`src/rtl/hazard_stall_ctrl.sv`:
```
// Stall/flush generator for the 5-stage pipeline: load-use bubbles, multdiv occupancy
// sequencing with a timeout watchdog, and taken-branch flushes.
module hazard_stall_ctrl #(
   parameter int unsigned MD_TIMEOUT = 40,
   parameter int unsigned CNT_W      = 6
) (
   input  logic        clock,
   input  logic        reset,
   input  logic [31:0] FDinsn,
   input  logic [31:0] DXinsn,
   input  logic        flush,
   input  logic        multdiv_ready,
   input  logic        multdiv_exception,
   output logic        stall_FD,
   output logic        stall_DX,
   output logic        nop_FD,
   output logic        nop_DX,
   output logic        nop_XM,
   output logic        ctrl_MULT,
   output logic        ctrl_DIV,
   output logic        md_capture,
   output logic        md_timeout
);

   localparam logic [4:0] OpRType = 5'b00000;
   localparam logic [4:0] OpAddi  = 5'b00101;
   localparam logic [4:0] OpLw    = 5'b01000;
   localparam logic [4:0] OpSw    = 5'b00111;
   localparam logic [4:0] OpBne   = 5'b00010;
   localparam logic [4:0] OpBlt   = 5'b00110;
   localparam logic [4:0] OpJr    = 5'b00100;
   localparam logic [4:0] OpBex   = 5'b10110;
   localparam logic [4:0] AluMul  = 5'b00110;
   localparam logic [4:0] AluDiv  = 5'b00111;

   typedef enum logic [1:0] {StIdle, StWait, StDone} mdState_e;

   mdState_e         stateQ, stateD;
   logic [CNT_W-1:0] cntQ, cntD;
   logic             timeoutQ, timeoutD;

   logic [4:0] fdOp, fdRd, fdRs, fdRt;
   logic [4:0] dxOp, dxRd, dxAluOp;
   logic       dxIsLw, dxIsMul, dxIsDiv, dxIsMd;
   logic [4:0] srcA, srcB;
   logic       srcAValid, srcBValid;
   logic       hitA, hitB, loadUse;
   logic       unusedBits;

   assign fdOp    = FDinsn[31:27];
   assign fdRd    = FDinsn[26:22];
   assign fdRs    = FDinsn[21:17];
   assign fdRt    = FDinsn[16:12];
   assign dxOp    = DXinsn[31:27];
   assign dxRd    = DXinsn[26:22];
   assign dxAluOp = DXinsn[6:2];

   // Exception is latched by the datapath on md_capture; it does not affect sequencing.
   assign unusedBits = ^{FDinsn[11:0], DXinsn[21:7], DXinsn[1:0], multdiv_exception};

   assign dxIsLw  = (dxOp == OpLw);
   assign dxIsMul = (dxOp == OpRType) && (dxAluOp == AluMul);
   assign dxIsDiv = (dxOp == OpRType) && (dxAluOp == AluDiv);
   assign dxIsMd  = dxIsMul || dxIsDiv;

   always_comb begin
      srcA      = '0;
      srcB      = '0;
      srcAValid = 1'b0;
      srcBValid = 1'b0;
      case (fdOp)
         OpRType: begin
            srcA      = fdRs;
            srcB      = fdRt;
            srcAValid = 1'b1;
            srcBValid = 1'b1;
         end
         OpAddi, OpLw: begin
            srcA      = fdRs;
            srcAValid = 1'b1;
         end
         OpBne, OpBlt: begin
            srcA      = fdRd;
            srcB      = fdRs;
            srcAValid = 1'b1;
            srcBValid = 1'b1;
         end
         OpJr: begin
            srcA      = fdRd;
            srcAValid = 1'b1;
         end
         // Store data (rd) is covered by the M-stage bypass; only the address stalls.
         OpSw: begin
            srcA      = fdRs;
            srcAValid = 1'b1;
         end
         OpBex: begin
            srcA      = 5'd30;
            srcAValid = 1'b1;
         end
         default: ;
      endcase
   end

   assign hitA    = srcAValid && (srcA != 5'd0) && (srcA == dxRd);
   assign hitB    = srcBValid && (srcB != 5'd0) && (srcB == dxRd);
   assign loadUse = dxIsLw && (dxRd != 5'd0) && (hitA || hitB);

   always_comb begin
      stateD     = stateQ;
      cntD       = cntQ;
      timeoutD   = timeoutQ;
      stall_FD   = 1'b0;
      stall_DX   = 1'b0;
      nop_FD     = 1'b0;
      nop_DX     = 1'b0;
      nop_XM     = 1'b0;
      ctrl_MULT  = 1'b0;
      ctrl_DIV   = 1'b0;
      md_capture = 1'b0;
      if (reset) begin
         unique case (stateQ)
            StIdle: begin
               if (flush) begin
                  nop_FD = 1'b1;
                  nop_DX = 1'b1;
               end else if (dxIsMd) begin
                  ctrl_MULT = dxIsMul;
                  ctrl_DIV  = dxIsDiv;
                  stall_FD  = 1'b1;
                  stall_DX  = 1'b1;
                  nop_XM    = 1'b1;
                  cntD      = '0;
                  stateD    = StWait;
               end else if (loadUse) begin
                  stall_FD = 1'b1;
                  nop_DX   = 1'b1;
               end
            end
            // Flush and load-use are ignored here so the held mul/div survives.
            StWait: begin
               stall_FD = 1'b1;
               stall_DX = 1'b1;
               nop_XM   = 1'b1;
               cntD     = cntQ + CNT_W'(1);
               if (multdiv_ready) begin
                  md_capture = 1'b1;
                  stateD     = StDone;
               end else if (cntQ == CNT_W'(MD_TIMEOUT - 1)) begin
                  timeoutD   = 1'b1;
                  md_capture = 1'b1;
                  stateD     = StDone;
               end
            end
            StDone: begin
               stateD = StIdle;
               if (flush) begin
                  nop_FD = 1'b1;
                  nop_DX = 1'b1;
               end
            end
            default: stateD = StIdle;
         endcase
      end
   end

   always_ff @(posedge clock) begin
      if (!reset) begin
         stateQ   <= StIdle;
         cntQ     <= '0;
         timeoutQ <= 1'b0;
      end else begin
         stateQ   <= stateD;
         cntQ     <= cntD;
         timeoutQ <= timeoutD;
      end
   end

   assign md_timeout = timeoutQ & reset;

endmodule

```
`config.mk`:
```
export PLATFORM = sky130hd
export DESIGN_NAME = hazard_stall_ctrl
export DESIGN_NICKNAME = d
export VERILOG_FILES = /design/src/rtl/hazard_stall_ctrl.sv
export SDC_FILE = /design/constraint.sdc
export NUM_CORES = 1
export LEC_CHECK = 0
export CORE_ASPECT_RATIO = 1.25
export CORE_MARGIN = 5
export CORE_UTILIZATION = 30
export DETAILED_ROUTE_END_ITERATION = 10
export HOLD_SLACK_MARGIN = 0.03
export PLACE_DENSITY = 0.8
export SLEW_MARGIN = 20
export SYNTH_ARGS = -nofsm -noshare
export SYNTH_HDL_FRONTEND = slang
export SYNTH_SLANG_ARGS = --single-unit
```
`constraint.sdc`:
```
create_clock -name clock -period 3.55 [get_ports clock]
set_input_delay 0.71 -clock clock [delete_from_list [all_inputs] [get_ports clock]]
set_output_delay 0.71 -clock clock [all_outputs]
set_load 0.01 [all_outputs]
```
======== Yosys cells after proc, flatten, opt, wreduce, memory -nomap -nowiden ========
Index checks and enable logic that the tools add are counted.
W data, S select, Z words.
operators by class
  add/sub/neg operators ................... 1
  multiplexer cells ....................... 40
  equality and inequality tests ........... 18
  reduce and logical (&&, ||, !) cells .... 26
  bitwise operators ....................... 2
operator list
  operator               number
  $eq A5 B3 Y1 const B   6
  $mux W1                27
  $pmux W5 S3            1
  $reduce_bool A5 Y1     3
  $mux W6                2
  $pmux W6 S2            1
  $eq A5 B4 Y1 const B   2
  $eq A5 B5 Y1           2
  $logic_not A5 Y1       2
  $pmux W5 S2            1
  $reduce_and A3 Y1      3
  $logic_and A1 B1 Y1    8
  $mux W2                4
  $reduce_or A8 Y1       1
  $add A6 B1 Y6 const B  1
  $eq A6 B6 Y1 const B   1
  $pmux W1 S2            3
  $reduce_or A3 Y1       2
  $eq A5 B2 Y1 const B   1
  $eq A5 B5 Y1 const B   1
  $ne A2 B2 Y1 const B   2
  $pmux W2 S2            1
  $reduce_or A2 Y1       2
  $reduce_or A4 Y1       1
  other kinds (8)        9
word-level totals
  output and inout bits ................... 9
  register bits after elaboration ......... 9

======== Depth between registers and ports, before layout ========
Gate-level depths: netlist of run 1.
  depth after elaboration ................. 13
  mapped depth ............................ 8
  gate-level depth less buffers ........... 7

======== Least setup slack after synthesis of run 1 ========
OpenSTA, ideal clock, no wires.
  path type ............................... in2out
  from .................................... input port FDinsn[29]
  to ...................................... output port nop_DX
  cell stages on the path ................. 8
  arrival time ............................ 2496 ps
  setup slack ............................. 344 ps
  cells stage by stage .................... buf_6 -> or4_4 -> o221a_1 -> or4_1 -> a22oi_1 -> nand4_1 -> a21oi_2 -> a21o_1
between the ends
  cells in the longest elaborated chain, start to end .. 13
  elaborated cells on any way between the ends .. 32
ends and longest elaborated chain
  what                                                        RTL line  source
  from (decl)                                                 9         input logic [31:0] FDinsn,
  $eq A5 B3 Y1 (tied with other cells)                        71        case (fdOp)
  $reduce_or A4 Y1 (no line) (tied with other cells)          n/a
  $pmux W5 S3 / $pmux W5 S2 (equally long branches)           71
  $reduce_bool A5 Y1, on equally long branches                105, 106
  $logic_and A1 B1 Y1, on equally long branches (2 in a row)  105, 106
  $logic_or A1 B1 Y1 (*)                                      107       assign loadUse = dxIsLw && (dxRd != 5'd0) && (hitA || hitB);
  $logic_and A1 B1 Y1 (*)                                     107
  $mux W1 (*)                                                 135       end else if (loadUse) begin
  $mux W1 (*)                                                 127       end else if (dxIsMd) begin
  $mux W1 (*)                                                 124       if (flush) begin
  $pmux W1 S2 (*)                                             122       unique case (stateQ)
  $mux W1 (*)                                                 121       if (reset) begin
  to (decl)                                                   17        output logic nop_DX,
Every way passes the cells marked *; elsewhere a longest branch is shown, timed or not.

======== Worst setup path after layout of run 1 ========
  from .................................... input port FDinsn[28]
  to ...................................... output port stall_FD
between the ends
  cells in the longest elaborated chain, start to end .. 13
  elaborated cells on any way between the ends .. 32
ends and longest elaborated chain
  what                                                        RTL line  source
  $eq A5 B3 Y1 (tied with other cells)                        71
  $reduce_or A4 Y1 (no line) (tied with other cells)          n/a
  $pmux W5 S3 / $pmux W5 S2 (equally long branches)           71
  $reduce_bool A5 Y1, on equally long branches                105, 106
  $logic_and A1 B1 Y1, on equally long branches (2 in a row)  105, 106
  $logic_or A1 B1 Y1 (*)                                      107
  $logic_and A1 B1 Y1 (*)                                     107
  $mux W1 (*)                                                 135
  $mux W1 (*)                                                 127
  $mux W1 (*)                                                 124
  $pmux W1 S2 (*)                                             122
  $mux W1 (*)                                                 121
  to (decl)                                                   14        output logic stall_FD,
Marks and branches as above.

==> summary.md, run 1 <==
| Metric | Value |
|---|---|
| Syn Area/Cell | between 7 and 8 µm² |
| Syn Std Cell Area | about 980 µm² |
| First-pass GRT wire length | ~5500 µm |
| Maximum vdd drop | 0.180 mV |
| CTS tree | built |
| Core box area | approximately 3200 µm² |
| Maxcap violations | 0 |
| Share of layout cells above drive strength 1 | 0.227 |
| Worst-Margin Slew | 0.452 ns |
| IO Port Bufs | between 40 and 50 |
| Seq cells post-synth | 9 |
| Synth cell types | 45 |
| Final #Nets | 274 |
| Area leader, netlist | dfxtp_1 |
| Min Hold Slack | 0.460 ns |
| Total Power | 341 µW |
| Fin crit share | 0.973 |
| Initial antenna violation count | 0 |
| WL/cell | around 14 µm |
| 1st-pass router iterations | 4 |
| Top-area cell type share of the netlist area | 0.184 |
| First DRT Iteration DRCs | just over 80 |
| Antenna Diode Count | 0 |
| Outcome | finished, final reports clean |
| Count of non-filler cells in the finished layout | between 200 and 250 |
| Worst Clk Skew | 0.00204 ns |
| Std-Cell Rows | 23 |
| All-Layer GR Usage | 0.159 |
| Ys Warns | 0 |
| Via/cell ratio | 5.49 |
| Leak | slightly above 0.0007 µW |
| Clock latency on the worst-skew pair | between 0.2 and 0.25 ns |
| Final setup fails | 0 |
| CP max stage cell | or4_4 |
| Crit path top cell by count | or4_4 |
| Req. time, crit path | 2.84 ns |
| Hold/Removal Path Class | flop to flop |
| DR DRC count | 0 |
| ANT nets after route | 0 |
| H-Tree Depth | 1 |
| IO Pins | 78 |
| CP Cell Sequence | dlygate4sd2_1, or4_4, o221a_1, or4_4, a22oi_2, nand4_1, a21oi_2, a21o_1, buf_6 |
| Clock sinks | 9 |
| Starting density of the core | 0.309 |
| Post-synth EDFFs | 0 |
| Crit path launch type | primary input |
| Vias in the first global route | 1370 |
| Detailed Route WL | 3380 µm |
| Worst-path maximum fanout | 2 |
| Register Area | ~180 µm² |
| CP arrival | approximately 2.8 ns |
| RSZ-0062 raised after global routing | no |
| Clock transition at path regs | ~0.040 ns |
| CP peak stage delay | between 0.5 and 0.6 ns |
| Die Y | roughly 74 µm |
| Setup TNS Final | 0 ns |
| Via count | approximately 1300 |
| Syn nets | between 150 and 200 |
| P per Cell Area | between 150 and 200 nW/µm² |
| Critical Setup Path Class | primary input to output port |
| Primary FF master, synth | dfxtp_1 |
| R2r setup slk | 2.24 ns |
| CTS Buffer Depth | 2 |
| Clock root buffer | clkbuf_8 |
| Num CTS Buffers | 3 |
| Fin. Hold Viols | 0 |
| Die Width | 61.1 µm |
| Highest clock rate | between 200 and 300 MHz |
| Area grow syn2layout | 79.2% |
| CP endpoint kind | output port |
| Detailed placer's ending HPWL | roughly 2800 µm |
| Multi-input gate area | about 800 µm² |
| Syn Inst Count | between 100 and 150 |
| Final min period | 3.46 ns |
| Gr ovfl total | 0 |
| Final Wtd Congestion | approximately 0.84 |
| # fillers | 300 |
| Largest net degree at the start of global routing | 10 |
| Core Util, Final | 0.554 |
| Most frequent cells in the layout | clkdlybuf4s50_1, buf_4, nor2_1 |
| Slew Viols, Final | 0 |
| Full die area | around 4500 µm² |
| Register area share after synthesis | 0.184 |
| Top cells by area, synth | dfxtp_1, mux2i_1, a32oi_1, nor2_1, o21ai_0 |
| Commonest non-fill, non-tap cell in the layout | clkdlybuf4s50_1 |
| Slew margin rel. | 0.697 |
| Async SR Flop Fraction | 0 |
| DP Cell Count | 236 |
==> cell families (layout without fill, tap and decap cells) <==
kind of cell | Yosys count | after routing | synth area share
AO/OA/AOI/OAI | 41 | 41 | 0.303
XOR/XNOR | 6 | 6 | 0.0537
adder cells (fa/ha/maj) | 1 | 1 | 0.0128
buffers and inverters | 6 | 81 | 0.0358
flip-flops | 9 | 9 | 0.184
multiplexers | 5 | 5 | 0.0512
AND/OR/NAND/NOR | 60 | 60 | 0.359
==> report_power, final <==
part / internal (µW) / switching [µW] / leakage [µW]
Sequential: 101 / 0.0234 / 0.0000724
Combinational: 72.6 / 43.6 / 0.000616
Clock: 78.6 / 44.7 / 0.0000228
==> registers in the layout, indices dropped and copies added (netlist names) <==
| name | flops |
|---|---|
| cntQ | 6 |
| stateQ | 2 |
| timeoutQ | 1 |
==> through the flow <==
stage | setup slack [ns] | cell area, µm²
floorplan | 0.344 | 978
global placement | -0.748 | 1680
detailed placement | -0.731 | 1680
CTS | 0.0544 | 1750
global route | 0.00577 | 1750
finish | 0.0947 | 1750
==> path summary, 6_finish.rpt <==
| kind | depth (start not counted) | endpoint | from |
|---|---|---|---|
| max | 9 | stall_FD | FDinsn[28] |
| min | 1 | timeoutQ$_SDFFE_PN0P_ | timeoutQ$_SDFFE_PN0P_ |
| max reg2reg | 6 | cntQ[2]$_SDFFE_PN0P_ | stateQ[0]$_SDFFE_PN0P_ |
| min reg2reg | 1 | timeoutQ$_SDFFE_PN0P_ | timeoutQ$_SDFFE_PN0P_ |
==> Yosys cell counts, types with 3 or more instances <==
library cell / instances
nor2_1: 11
dfxtp_1: 9
o21ai_0: 8
nand2_1: 7
a21boi_0: 5
a21oi_1: 5
a32oi_1: 5
mux2i_1: 5
nand2b_1: 5
and3_1: 4
nor4_1: 4
xnor2_1: 4
nand3_1: 3
nor2b_1: 3
nor3_1: 3
nor4b_1: 3
o2bb2ai_1: 3
or3_1: 3
or4_1: 3
==> layout make-up <==
| cell class | count | area share |
|---|---|---|
| tap | 37 | 0.0264 |
| clock buffer | 4 | 0.0257 |
| timing repair buffer | 75 | 0.383 |
| multi-input combinational | 113 | 0.458 |
| inverter | 2 | 0.00428 |
| sequential | 9 | 0.103 |
==> critical path: cells and delay by family <==
kind | cells | cell delay, ns
buffers and inverters | 2 | 0.35
AO/OA/AOI/OAI | 4 | 0.61
AND/OR/NAND/NOR | 3 | 1.07
==> repair_timing <==
| action | CTS | global route |
|---|---|---|
| endpoints found under the setup margin | 2 | 2 |
| buffers inserted | 0 | 0 |
| resized for setup | 24 | 1 |
| hold buffers | 0 | 0 |
| pin swaps | 7 | 1 |
==> routing by layer <==
metal	wire length [µm]	global-route usage	up-vias
met5	0	0	-
met4	78	0.0771	0
met3	242	0.0334	6
met2	1850	0.311	51
met1	1210	0.148	606
li1	-	-	654
No activity file was read; power rests on OpenSTA's default activity.
==> inputs of run 2 (changes only) <==
- CORE_UTILIZATION: 30 -> 28
- PLACE_DENSITY: 0.8 -> 0.76
- SLEW_MARGIN: 20 -> default
==> summary.md, run 2 (synthesized netlist as in run 1, its figures left out) <==
| Metric | Value |
|---|---|
| IO Port Bufs | 47 |
| Initial antenna violation count | 0 |
| Clock latency on the worst-skew pair | 0.24 ns |
| Critical path's top delay family | simple AND/OR/NAND/NOR gates |
| Core Util, Final | 0.489 |
| CTS tree | built |
| Design area | approximately 1700 µm² |
| Critical path buffer and inverter count | 3 |
| Largest regs | cntQ x6, stateQ x2, timeoutQ x1 |
| Req. time, crit path | roughly 2.8 ns |
| Gr ovfl total | 0 |
| Worst-Margin Slew | 0.415 ns |
| Antenna Diode Count | 0 |
| Area grow syn2layout | 71.1% |
| Crit path top cell by count | buf_2 |
| Full die area | 4780 µm² |
| Core box area | approximately 3400 µm² |
| Clock sinks | 9 |
| CP arrival | about 2.7 ns |
| H-Tree Depth | 1 |
| ANT nets after route | 0 |
| Fin crit share | 0.967 |
| Min Hold Slack | roughly 0.46 ns |
| Reg with most FFs | cntQ |
| Die Y | 76.1 µm |
| Maximum vdd drop | between 0.2 and 0.25 mV |
| Share of layout cells above drive strength 1 | 0.191 |
| Largest net degree at the start of global routing | 14 |
| Detailed placer's ending HPWL | 2680 µm |
| Maxcap violations | 0 |
| Post-DP Area | 1650 µm² |
| CTS Buffer Depth | 2 |
| Final #Nets | 270 |
| Starting density of the core | 0.286 |
| Clock transition at path regs | approximately 0.04 ns |
| Slew margin rel. | 0.722 |
| Detailed Route WL | between 3000 and 4000 µm |
| IO Pins | 78 |
| CP peak stage delay | around 0.50 ns |
| Count of non-filler cells in the finished layout | 238 |
| CP Cell Sequence | buf_2, buf_4, or2_2, o221a_1, or4_1, a22oi_1, nand4_1, a21oi_2, a21o_1, buf_2 |
| # hold bufs at CTS | 0 |
| Slew Viols, Final | 0 |
| DR DRC count | 0 |
| CP endpoint kind | output port |
| Final min period | approximately 3.4 ns |
| CP max stage cell | or4_1 |
| Clock root buffer | clkbuf_8 |
| Crit path launch type | primary input |
| First-pass GRT wire length | around 5100 µm |
| RSZ-0062 raised after global routing | no |
| Vias in the first global route | 1276 |
| # fillers | 340 |
| Via/cell ratio | 5.30 |
| Final setup fails | 0 |
| Final Wtd Congestion | roughly 0.86 |
| Outcome | finished, final reports clean |
| Max FFs per register | 6 |
| Via count | roughly 1300 |
| DP Cell Count | 234 |
| Fin. Hold Viols | 0 |
| Worst-path maximum fanout | 5 |
| Highest clock rate | 291 MHz |
| Die Width | 62.9 µm |
| P per Cell Area | 196 nW/µm² |
| Worst Clk Skew | about 0.0036 ns |
| All-Layer GR Usage | 0.126 |
| Commonest non-fill, non-tap cell in the layout | clkdlybuf4s50_1 |
| Hold/Removal Path Class | flop to flop |
| WL/cell | ~13 µm |
| Leak | 0.000697 µW |
| First DRT Iteration DRCs | 42 |
| Std-Cell Rows | 24 |
| Most frequent cells in the layout | clkdlybuf4s50_1, buf_4, nor2_1 |
| Critical Setup Path Class | primary input to output port |
| 1st-pass router iterations | 4 |
| Num CTS Buffers | 3 |
[run 2: cell types whose count changed in the layout (fill, tap and decap cells not counted), moves of 2 or more]
cell,previous run,this run
buf_4,28,24
dlygate4sd2_1,4,0
a21boi_2,2,0
buf_2,1,3
clkbuf_2,0,2
nor4b_1,1,3
nor4b_2,2,0
[run 2: worst paths after layout]
kind / start / to / slack (ns) / depth (start not counted)
worst max register to register: stateQ[0]$_SDFFE_PN0P_ / cntQ[3]$_SDFFE_PN0P_ / 2.28 / 6
worst min-delay path: timeoutQ$_SDFFE_PN0P_ / timeoutQ$_SDFFE_PN0P_ / 0.46 / 1
worst max-delay path: FDinsn[27] / nop_DX / 0.12 / 10
worst min register to register: timeoutQ$_SDFFE_PN0P_ / timeoutQ$_SDFFE_PN0P_ / 0.46 / 1
[run 2: where the power goes]
| part | internal, µW | switching (µW) | total (µW) |
|---|---|---|---|
| Clock | 78.2 | 40.2 | 118 |
| Combinational | 68.0 | 40.2 | 108 |
| Sequential | 101 | 0.0217 | 102 |
[run 2: repair_timing]
action	in CTS	in global routing
gates resized for setup	22	5
buffers inserted	1	0
pin swaps	8	6
setup endpoints to repair	2	3
[run 2: metal layers]
layer / part of all wire / global-route usage / vias up
li1: - / - / 643
met1: 0.38 / 0.129 / 558
met2: 0.50 / 0.221 / 54
met3: 0.10 / 0.0457 / 6
met5: 0 / 0 / -
met4: 0.019 / 0.0616 / 0
[run 2: final cells by class]
cell class                      instances  area (µm²)  area share
Tap cell                               39        48.8      0.0291
Multi-Input combinational cell        113         763       0.456
Clock buffer                            4        45.0      0.0269
Sequential cell                         9         180       0.108
Inverter                                2        7.51     0.00448
Timing Repair Buffer                   71         629       0.376
[run 2: per-stage QoR]
stage	setup slack, ns	power (µW)	setup TNS [ns]
finish	0.116	328	0
CTS	0.0185	334	0
global placement	-0.663	214	-1.30
global route	0.0113	347	0
floorplan	0.344	140	0
detailed placement	-0.655	215	-1.30
==> inputs of run 3 (changes only) <==
- CORE_MARGIN: 5 -> default
==> summary.md, run 3 (synthesized netlist as in run 1, its figures left out) <==
| Metric | Value |
|---|---|
| Outcome | finished, final reports clean |
| Slew Viols, Final | 0 |
| Crit path top cell by count | or4_4 |
| Final #Nets | around 270 |
| DP Cell Count | about 230 |
| CP peak stage delay | between 0.5 and 0.6 ns |
| Count of non-filler cells in the finished layout | 239 |
| Maxcap violations | 0 |
| Setup TNS Final | 0 ns |
| Gr ovfl total | 0 |
| Share of layout cells above drive strength 1 | 0.218 |
| CP Cell Sequence | clkdlybuf4s15_1, or4_4, o221a_1, or4_4, a22oi_2, nand4_1, a21oi_2, a21o_1, buf_2 |
| Antenna Diode Count | 0 |
| WL/cell | roughly 13 µm |
| Starting density of the core | 0.298 |
| Clock transition at path regs | ~0.04 ns |
| RSZ-0062 raised after global routing | yes |
| Worst Clk Skew | roughly 0.00059 ns |
| Fin. Hold Viols | 0 |
| Multi-input gate area | slightly below 800 µm² |
| Largest net degree at the start of global routing | 9 |
| All-Layer GR Usage | 0.159 |
| Clock latency on the worst-skew pair | around 0.24 ns |
| Total Power | 339 µW |
| Fin crit share | 0.970 |
| Leak | 0.000699 µW |
| CP endpoint kind | output port |
| Commonest non-fill, non-tap cell in the layout | clkdlybuf4s50_1 |
| ANT nets after route | 0 |
| Final Wtd Congestion | 0.848 |
| CTS Buffer Depth | 2 |
| Worst-path maximum fanout | 3 |
| DR DRC count | 0 |
| Detailed placer's ending HPWL | approximately 2500 µm |
| Final min period | 3.44 ns |
| First DRT Iteration DRCs | 23 |
| Initial antenna violation count | 0 |
| Maximum vdd drop | about 0.19 mV |
| Crit path launch type | primary input |
| Num CTS Buffers | 3 |
| Clock root buffer | clkbuf_8 |
| Detailed Route WL | ~3000 µm |
| Area grow syn2layout | 76.1% |
| First-pass GRT wire length | ~4400 µm |
| Largest regs | cntQ x6, stateQ x2, timeoutQ x1 |
| Critical Setup Path Class | primary input to output port |
| Std-Cell Rows | 23 |
| 1st-pass router iterations | 4 |
| Via count | approximately 1300 |
| Core box area | between 3000 and 4000 µm² |
| Clock sinks | 9 |
| Slew margin rel. | 0.707 |
| Register Area | between 150 and 200 µm² |
| Most frequent cells in the layout | clkdlybuf4s50_1, buf_4, nor2_1 |
| Max FFs per register | 6 |
| Final setup fails | 0 |
| # fillers | approximately 320 |
| CP arrival | roughly 2.7 ns |
| Vias in the first global route | 1133 |
| Die Y | about 68 µm |
| IO Pins | a little under 80 |
| CP max stage cell | or4_4 |
| Via/cell ratio | between 5 and 6 |
| Worst-Margin Slew | 0.438 ns |
| Req. time, crit path | 2.84 ns |
| # hold bufs at CTS | 0 |
| Die Width | ~55 µm |
| CTS tree | built |
| Min Hold Slack | about 0.45 ns |
| H-Tree Depth | 1 |
| Hold/Removal Path Class | flop to flop |
| Highest clock rate | 290 MHz |
| P per Cell Area | between 150 and 200 nW/µm² |
| Reg with most FFs | cntQ |
| Full die area | roughly 3700 µm² |
| IO Port Bufs | 47 |
run 3: final timing paths:
kind                                        startpoint               endpoint  slack, ns  depth (start not counted)
worst max-delay path                        FDinsn[31]               stall_FD       0.11                          9
worst min-delay path             timeoutQ$_SDFFE_PN0P_  timeoutQ$_SDFFE_PN0P_       0.45                          1
worst max register to register  stateQ[0]$_SDFFE_PN0P_   cntQ[2]$_SDFFE_PN0P_       2.23                          6
worst min register to register   timeoutQ$_SDFFE_PN0P_  timeoutQ$_SDFFE_PN0P_       0.45                          1
run 3: through the flow:
stage | util | setup slack, ns | cell area (µm²)
6_report | 0.525 | 0.105 | 1720
3_3_place_gp | 0.507 | -0.676 | 1660
3_5_place_dp | 0.507 | -0.679 | 1660
5_1_grt | 0.525 | -0.0226 | 1720
4_1_cts | 0.520 | 0.00332 | 1710
2_1_floorplan | - | 0.344 | 978
run 3: final cells by class:
cell class / count / share of cell area
Tap cell: 37 / 0.0269
Multi-Input combinational cell: 113 / 0.457
Timing Repair Buffer: 74 / 0.381
Inverter: 2 / 0.00436
Sequential cell: 9 / 0.105
Clock buffer: 4 / 0.0261
run 3: metal layers:
layer / global-route usage / wire [µm]
met1: 0.167 / 1230
met2: 0.300 / 1600
met3: 0.0156 / 146
met4: 0.0769 / 72
met5: 0 / 0
run 3: repair_timing:
item	in CTS	in global routing
buffers inserted	1	0
gates resized for setup	23	8
setup endpoints to repair	2	5
pin swaps	8	7
run 3: power breakdown:
part	leakage (µW)	internal [µW]	switching [µW]
clock	0.0000228	78.5	43.1
sequential	0.0000724	101	0.0235
combinational	0.000604	72.6	43.0
run 3: critical path: cells and delay by family:
family	cells	cell delay (ns)
AO/OA/AOI/OAI	4	0.62
buffers and inverters	2	0.33
AND/OR/NAND/NOR	3	1.07
